**config.mk**
```make
export PLATFORM = sky130hd
export DESIGN_NAME = wb_stage_fwd
export DESIGN_NICKNAME = d
export VERILOG_FILES = /design/src/rtl/wb_stage_fwd_pkg.sv /design/src/rtl/wb_stage_fwd_hist.sv /design/src/rtl/wb_stage_fwd.sv
export SDC_FILE = /design/constraint.sdc
export NUM_CORES = 1
export LEC_CHECK = 0
export ABC_AREA = 1
export CORE_MARGIN = 5
export CORE_UTILIZATION = 51
export DETAILED_ROUTE_END_ITERATION = 10
export PLACE_DENSITY = 0.79
export SYNTH_ARGS = -nofsm -noshare
export SYNTH_HDL_FRONTEND = slang
export SYNTH_SLANG_ARGS = --single-unit
export TNS_END_PERCENT = 50
```
**constraint.sdc**
```tcl
create_clock -name clk -period 4.7 [get_ports clk]
set_clock_uncertainty 0.1 [all_clocks]
set_input_delay 0.94 -clock clk [delete_from_list [all_inputs] [get_ports clk]]
set_output_delay 0.94 -clock clk [all_outputs]
set_load 0.05 [all_outputs]
```
**src/rtl/wb_stage_fwd_pkg.sv**
```systemverilog
// Shared writeback-pipeline definitions: source-select encodings and control-bit layout.
// No logic; imported by the writeback stage and its forwarding history.
package wb_stage_fwd_pkg;

  typedef enum logic [1:0] {
    SRC_ALU  = 2'b00,
    SRC_PC   = 2'b01,
    SRC_COND = 2'b10,
    SRC_MEM  = 2'b11
  } wb_src_e;

  localparam int CTRL_W      = 3;
  localparam int CTRL_REG_WR = 2;
  localparam int CTRL_SEL_HI = 1;
  localparam int CTRL_SEL_LO = 0;

  function automatic wb_src_e ctrl_src(input logic [CTRL_W-1:0] ctrl);
    return wb_src_e'(ctrl[CTRL_SEL_HI:CTRL_SEL_LO]);
  endfunction

endpackage

```
**src/rtl/wb_stage_fwd_hist.sv**
```systemverilog
// Retired-write history: shift buffer of {valid, addr, data}, entry 0 newest.
// Lookup is combinational; a push takes effect on the next clock edge.
// No backpressure; the caller gates push with its own stall.
module fwd_hist_buf
  import wb_stage_fwd_pkg::*;
#(
  parameter int DATA_W    = 16,
  parameter int RAW       = 3,
  parameter int FWD_DEPTH = 2
) (
  input  logic              clk,
  input  logic              rst,
  input  logic              push,
  input  logic [RAW-1:0]    push_addr,
  input  logic [DATA_W-1:0] push_data,
  input  logic [RAW-1:0]    q_addr,
  output logic              hit,
  output logic [DATA_W-1:0] hit_data
);

  typedef struct packed {
    logic              vld;
    logic [RAW-1:0]    addr;
    logic [DATA_W-1:0] data;
  } hist_ent_t;

  hist_ent_t hist [FWD_DEPTH];

  always_ff @(posedge clk or posedge rst) begin
    if (rst) begin
      for (int i = 0; i < FWD_DEPTH; i++) begin
        hist[i] <= '0;
      end
    end else if (push) begin
      hist[0] <= '{vld: 1'b1, addr: push_addr, data: push_data};
      for (int i = 1; i < FWD_DEPTH; i++) begin
        hist[i] <= hist[i-1];
      end
    end
  end

  // Scan oldest to newest so a newer match overrides an older one.
  always_comb begin
    hit      = 1'b0;
    hit_data = '0;
    for (int i = FWD_DEPTH - 1; i >= 0; i--) begin
      if (hist[i].vld && (hist[i].addr == q_addr)) begin
        hit      = 1'b1;
        hit_data = hist[i].data;
      end
    end
  end

endmodule

```
**src/rtl/wb_stage_fwd.sv**
```systemverilog
// Writeback stage with register-file write port, forwarding lookup and retire counter.
// Latency: one cycle from inputs to write port; forwarding lookup is combinational.
// Backpressure: stall holds the stage, history and counter; flush kills the stage valid only.
module wb_stage_fwd
  import wb_stage_fwd_pkg::*;
#(
  parameter int DATA_W    = 16,
  parameter int RAW       = 3,
  parameter int FWD_DEPTH = 2
) (
  input  logic              clk,
  input  logic              rst,
  input  logic [DATA_W-1:0] alu_out,
  input  logic [DATA_W-1:0] pc_inc2,
  input  logic [DATA_W-1:0] mr_data,
  input  logic              ex_cond,
  input  logic [RAW-1:0]    dst_reg,
  input  logic [2:0]        in_WB_control,
  input  logic              in_valid,
  input  logic              stall,
  input  logic              flush,
  input  logic [RAW-1:0]    q_addr,
  output logic              reg_write,
  output logic [RAW-1:0]    out_dst_reg,
  output logic [DATA_W-1:0] rw_data,
  output logic              fwd_hit,
  output logic [DATA_W-1:0] fwd_data,
  output logic [15:0]       retire_cnt
);

  typedef struct packed {
    logic              vld;
    logic [CTRL_W-1:0] ctrl;
    logic [RAW-1:0]    dst;
    logic              ex_cond;
    logic [DATA_W-1:0] alu;
    logic [DATA_W-1:0] pc;
    logic [DATA_W-1:0] mr;
  } stage_t;

  stage_t            stage;
  logic              hist_push;
  logic              hist_hit;
  logic [DATA_W-1:0] hist_data;

  // Flush only clears valid while stalled; data fields stay put so the held view is stable.
  always_ff @(posedge clk or posedge rst) begin
    if (rst) begin
      stage <= '0;
    end else if (!stall) begin
      stage <= '{vld:     in_valid & ~flush,
                 ctrl:    in_WB_control,
                 dst:     dst_reg,
                 ex_cond: ex_cond,
                 alu:     alu_out,
                 pc:      pc_inc2,
                 mr:      mr_data};
    end else if (flush) begin
      stage.vld <= 1'b0;
    end
  end

  assign reg_write   = stage.vld & stage.ctrl[CTRL_REG_WR];
  assign out_dst_reg = stage.dst;

  always_comb begin
    rw_data = stage.alu;
    case (ctrl_src(stage.ctrl))
      SRC_MEM:  rw_data = stage.mr;
      SRC_COND: rw_data = {{(DATA_W-1){1'b0}}, stage.ex_cond};
      SRC_PC:   rw_data = stage.pc;
      default:  rw_data = stage.alu;
    endcase
  end

  always_ff @(posedge clk or posedge rst) begin
    if (rst) begin
      retire_cnt <= '0;
    end else if (!stall && stage.vld) begin
      retire_cnt <= retire_cnt + 16'd1;
    end
  end

  assign hist_push = ~stall & reg_write;

  fwd_hist_buf #(
    .DATA_W   (DATA_W),
    .RAW      (RAW),
    .FWD_DEPTH(FWD_DEPTH)
  ) u_hist (
    .clk      (clk),
    .rst      (rst),
    .push     (hist_push),
    .push_addr(out_dst_reg),
    .push_data(rw_data),
    .q_addr   (q_addr),
    .hit      (hist_hit),
    .hit_data (hist_data)
  );

  // The in-flight write is newer than anything already retired.
  always_comb begin
    fwd_hit  = hist_hit;
    fwd_data = hist_data;
    if (reg_write && (out_dst_reg == q_addr)) begin
      fwd_hit  = 1'b1;
      fwd_data = rw_data;
    end
  end

endmodule

```
Word level (Yosys, flattened, before mapping)

Cells that the tools add are included.
Widths: inputs -> output; s select.

Register bits after elaboration: 112
Logic and storage cells: 41

Add/subtract/negate cells: 1
Reductions and logical operators: 5
Bitwise operators: 5
Mux-type cells: 9
Eq/ne operators: 7

Operators by type and width:

| cell                  | number |
|---|---|
| $mux 16               | 3 |
| $pmux 16 s3           | 1 |
| $add 16x1->16 const B | 1 |
| $eq 3x3->1            | 3 |
| $mux 1                | 5 |
| $eq 2x2->1 const B    | 2 |
| $logic_and 1x1->1     | 4 |
| $and 1x1->1           | 3 |
| $eq 2x1->1 const B    | 1 |
| $ne 2x1->1 const B    | 1 |
| $not 1->1             | 2 |
| $logic_not 1->1       | 1 |

Logic depth before layout (Yosys ltp)

Word-level depth: 5
Gate-level depth with buffers: 10
Gate-level depth less buffers: 9

Hierarchy

Synthesis repeated with hierarchy kept, for this count alone.

Cells, all modules: 707
Area total of the unflattened synthesis: 5554.1 µm²

By module, submodules not included:

| module       | sequential area each (µm²) | area an instance (µm²) | cells each | instances |
|---|---|---|---|---|
| wb_stage_fwd | 1801.7                     | 3614.7                 | 471        | 1 |
| fwd_hist_buf | 1001.0                     | 1939.4                 | 236        | 1 |

Least setup slack after synthesis

Ideal clock, no wire load.

Path type: input to output
Start: input q_addr[0]
End: output fwd_data[10]
Required time: 3.660 ns
Buffers on the path: 1
Stages: 9
Arrival: 2.040 ns
Setup slack: 1.620 ns
Cells stage by stage: inv_2 -> nand2_1 -> o21ai_1 -> nor2_2 -> nand2_4 -> buf_6 -> nand2_1 -> nand3_1 -> nand2_1

Longest elaborated chain between the ends: 5
Elaborated cells between the ends (all ways): 9
Those cells by class: eq/ne: 3; mux: 3; reduce/logical: 3

RTL lines:

| item                  | line                    | text |
|---|---|---|
| from (decl)           | wb_stage_fwd.sv:22      | `input logic [RAW-1:0] q_addr,` |
| $eq 3x3->1            | wb_stage_fwd_hist.sv:47 | `if (hist[i].vld && (hist[i].addr == q_addr)) begin` |
| $logic_and 1x1->1     | wb_stage_fwd_hist.sv:47 |  |
| $mux 16 (2 in series) | wb_stage_fwd_hist.sv:47 |  |
| $mux 16 *             | wb_stage_fwd.sv:105     | `if (reg_write && (out_dst_reg == q_addr)) begin` |
| to (decl)             | wb_stage_fwd.sv:27      | `output logic [DATA_W-1:0] fwd_data,` |

Every way passes the cells marked *; elsewhere a longest branch is shown, timed or not.

Final worst setup path

Start: input q_addr[1]
End: output fwd_data[4]

The elaborated chain is that of the path after synthesis.

==> reports/summary.md <==
* **Cell Rows** 37
* **Tightest Pin Transition** 1022 ps
* **flip-flop count of the largest register, all copies and words added** 53
* **fraction of layout cells with a size suffix above 1** 0.07107
* **Resize count post-CTS** 0
* **nets in the synthesized netlist** 762
* **maximum clock insertion buffer count** 2
* **Most flops, register** stage
* **sequential cell area fraction in the yosys report** 0.5251
* **relative max-transition margin** 0.3181
* **class of the worst hold path** register to register
* **all-layer global routing usage** 0.2181
* **area overhead of the layout relative to synthesis** 25.69%
* **Psw** 0.001055 W
* **clock share of power** 0.225
* **Worst Hold Path EP** stage[26]
* **result of the run** finished clean
* **first-pass GRT wire length** 22.69 mm
* **total negative slack** 0 ps
* **overall die width** 112.3 microns
* **CTS tree** built
* **die extent in y** 112.3 microns
* **total power per unit cell area** 414.9 mW/mm^2
* **number of optimization iterations in the first detailed-route pass** 5
* **Synth area leaders** sky130_fd_sc_hd__dfrtp_1 (53%), sky130_fd_sc_hd__nand2_1 (23%), sky130_fd_sc_hd__nand3_1 (6.8%)
* **io pins** 116
* **number of maximum-capacitance violations** 0
* **global placement routability congestion** 0.8516
* **count of hold-fix buffers inserted at cts** 0
* **share of the clock period used by the worst path after layout** 0.8261
* **share of the core filled with cells** 0.6528
* **reg2reg path depth** 5
* **htree depth** 3
* **TritonCTS Sinks** 112
* **Peak VDD IR** 338.9 uV
* **number of antenna diodes** 0
* **Worst R2R End** u_hist.hist[3]
* **type of the worst setup path** primary input to primary output
* **register bit count reported by yosys** 112
* **Via Count** 4,778
* **Leakage Power** 3.397 nW
* **multiplexer share of the synthesized area** 0
* **internal power** 0.001729 W
* **worst-skew pair later-pin latency** 360 ps
* **number of clock buffers inserted by TritonCTS** 9
* **start point of the worst hold path** stage[26]
* **wire per inst** 14.21 microns
* **Design Area, Final** 0.006709 sq mm
* **Synth Instances** 698
* **count of port buffers added during placement** 115
* **Routed Wire Length** 13.33 mm
* **achievable clock frequency** 257.5 MHz
* **area fraction in compound gates after synthesis** 0.05274
* **placed cell areas** 0.006489 sq mm
* **dominant combinational cell family by area after synthesis** simple AND/OR/NAND/NOR gates
* **RSZ-0062 raised after global routing** false
* **dpl hpwl** 9.722 mm
* **crit-path max FO** 17
* **Yosys warnings** 0
* **sequential cell fraction of total power** 0.441
* **violation count after the first detailed-routing iteration** 300
* **simple logic cell fraction of the synthesized area** 0.3333
* **mean post-synth cell area** 7.647 sq um
* **post-synthesis xor/xnor area fraction** 0.01805
* **# nets final** 861
* **worst hold stages** 2
* **worst r2r src** stage[55]
* **synthesized cell area** 0.005338 sq mm
* **Synth cell types** 27
* **DR DRC count** 0
* **buffer count from post-CTS setup fixing** 0
* **total grt overflow** 0
* **initial cell density of the core** 0.5194
* **total power consumption of the routed design** 0.002784 W
* **leading registers by flop count** stage (53), u_hist.hist (40), retire_cnt (16)
* **startpoint type of the worst setup path** primary input
* **cell at the root of the clock tree** sky130_fd_sc_hd__clkbuf_8
* **adder-cell share of the synthesized area** 0.002344
* **share of the synthesized area in the top cell type** 0.5251
* **switch share** 0.3790
* **worst hold margin** 386.7 ps
* **post-synth top area cell** sky130_fd_sc_hd__dfrtp_1
* **CP endpoint kind** primary output
* **worst path required time** 3660 ps
* **combinational power share** 0.334
* **die footprint** 0.01261 sq mm
* **final worst path period need** 3883 ps
* **filler cell count in the final layout** 924
* **floorplan core area** 0.01028 sq mm
* **Hold Violations, Final** 0
* **Worst-path clk slew** 110 ps
* **number of global-route vias before repair** 4,636
* **per-cell via count in the routed design** 5.094
* **maximum number of pins on one net before global-route repair** 75
* **endpoints failing setup** 0
* **Routed Antenna Nets** 0
* **register-to-register setup slack** 2600 ps
* **crit path DAT** 2840 ps
* **number of antenna violations at the first check in global routing** 0
* **pins over their slew limit** 0
## power by group through the flow
stage               combinational [W]  clock (W)  sequential [W]
floorplan                    0.000584          0         0.00128
global placement             0.000910          0         0.00123
detailed placement           0.000931          0         0.00124
CTS                          0.000935   0.000638         0.00123
global route                  0.00101   0.000680         0.00125
finish                       0.000930   0.000626         0.00123
## synth_stat cells (all sizes together)
| cell | n |
|---|---|
| a21oi | 3 |
| inv | 50 |
| clkinv | 1 |
| o2111ai | 1 |
| nand3 | 72 |
| dfrtp | 112 |
| buf | 18 |
| nor2 | 23 |
| xnor2 | 5 |
| nor3 | 2 |
| nand4 | 4 |
| o21bai | 1 |
| clkbuf | 15 |
| nand2 | 337 |
| o21ai | 47 |
| ha | 1 |
| xor2 | 6 |
## how the worst max path moves through the flow
stage                     slack [ps]      start              to  cells after the start
after global routing             630  q_addr[2]    fwd_data[13]                     10
final                            820  q_addr[1]     fwd_data[4]                     10
after global placement           900  q_addr[1]    fwd_data[15]                     10
after floorplan                  700        rst  out_dst_reg[0]                      1
after detailed placement         840  q_addr[1]     fwd_data[4]                     10
after CTS                        840  q_addr[1]     fwd_data[4]                     10
## area by class of cell
class	count	area [sq um]	share of cell area
clock buffers	10	127.6	0.01902
clock inverters	6	92.59	0.01380
inverters	51	195.2	0.02909
multi-input cells	502	2172	0.3238
flip-flops and latches	112	2803	0.4178
well taps	136	170.2	0.02536
repair buffers	121	1149	0.1712
## critical path: stages
cell                              delay, ps
sky130_fd_sc_hd__clkdlybuf4s50_1        540
sky130_fd_sc_hd__inv_2                   60
sky130_fd_sc_hd__nand2_1                 70
sky130_fd_sc_hd__nand2_1                 80
sky130_fd_sc_hd__a21oi_4                420
sky130_fd_sc_hd__nand2_4                230
sky130_fd_sc_hd__nand2_1                130
sky130_fd_sc_hd__nand3_1                 80
sky130_fd_sc_hd__nand2_1                 80
sky130_fd_sc_hd__buf_4                  190
## logic make-up after synthesis
group	Yosys count
compound gates	52
flops	112
simple gates	438
fa+ha+maj	1
xor+xnor	11
buf+inv	84
## metrics by stage
step	instances	setup WS, ps
floorplan	698	701.0
CTS	938	837.1
finish	938	817.2
global route	938	630.7
global placement	922	896.2
detailed placement	922	844.0
## layer usage
metal | GRT usage | vias up | wire [microns]
met1 | 0.3003 | 2260 | 6155
met2 | 0.3580 | 144 | 6437
met4 | 0.04567 | 0 | 101
li1 | - | 2363 | -
met5 | 0 | - | 0
met3 | 0.04852 | 11 | 632
## cells in the final DEF (no fill, tap or decap)
cell	instances
sky130_fd_sc_hd__inv_2	4
sky130_fd_sc_hd__nor2_2	6
sky130_fd_sc_hd__bufinv_16	2
sky130_fd_sc_hd__nor3_1	2
sky130_fd_sc_hd__clkinvlp_4	1
sky130_fd_sc_hd__clkinv_4	1
sky130_fd_sc_hd__a21oi_4	1
sky130_fd_sc_hd__o2111ai_1	1
sky130_fd_sc_hd__clkinv_2	2
sky130_fd_sc_hd__a21oi_2	1
sky130_fd_sc_hd__nand2_1	334
sky130_fd_sc_hd__buf_2	1
sky130_fd_sc_hd__inv_8	1
sky130_fd_sc_hd__clkdlybuf4s50_1	97
sky130_fd_sc_hd__inv_4	1
sky130_fd_sc_hd__nand2_4	1
sky130_fd_sc_hd__xnor2_1	5
sky130_fd_sc_hd__ha_1	1
sky130_fd_sc_hd__xor2_1	6
sky130_fd_sc_hd__buf_4	23
sky130_fd_sc_hd__o21bai_1	1
sky130_fd_sc_hd__o21ai_0	44
sky130_fd_sc_hd__nand2_2	2
sky130_fd_sc_hd__dfrtp_1	112
sky130_fd_sc_hd__nand3_1	72
sky130_fd_sc_hd__o21ai_1	3
sky130_fd_sc_hd__clkbuf_1	1
sky130_fd_sc_hd__nand4_1	4
sky130_fd_sc_hd__nor2_1	16
sky130_fd_sc_hd__a21oi_1	1
sky130_fd_sc_hd__clkbuf_8	9
sky130_fd_sc_hd__inv_1	45
sky130_fd_sc_hd__nor2_4	1
Note: power is estimated with default switching activity, not from simulation.
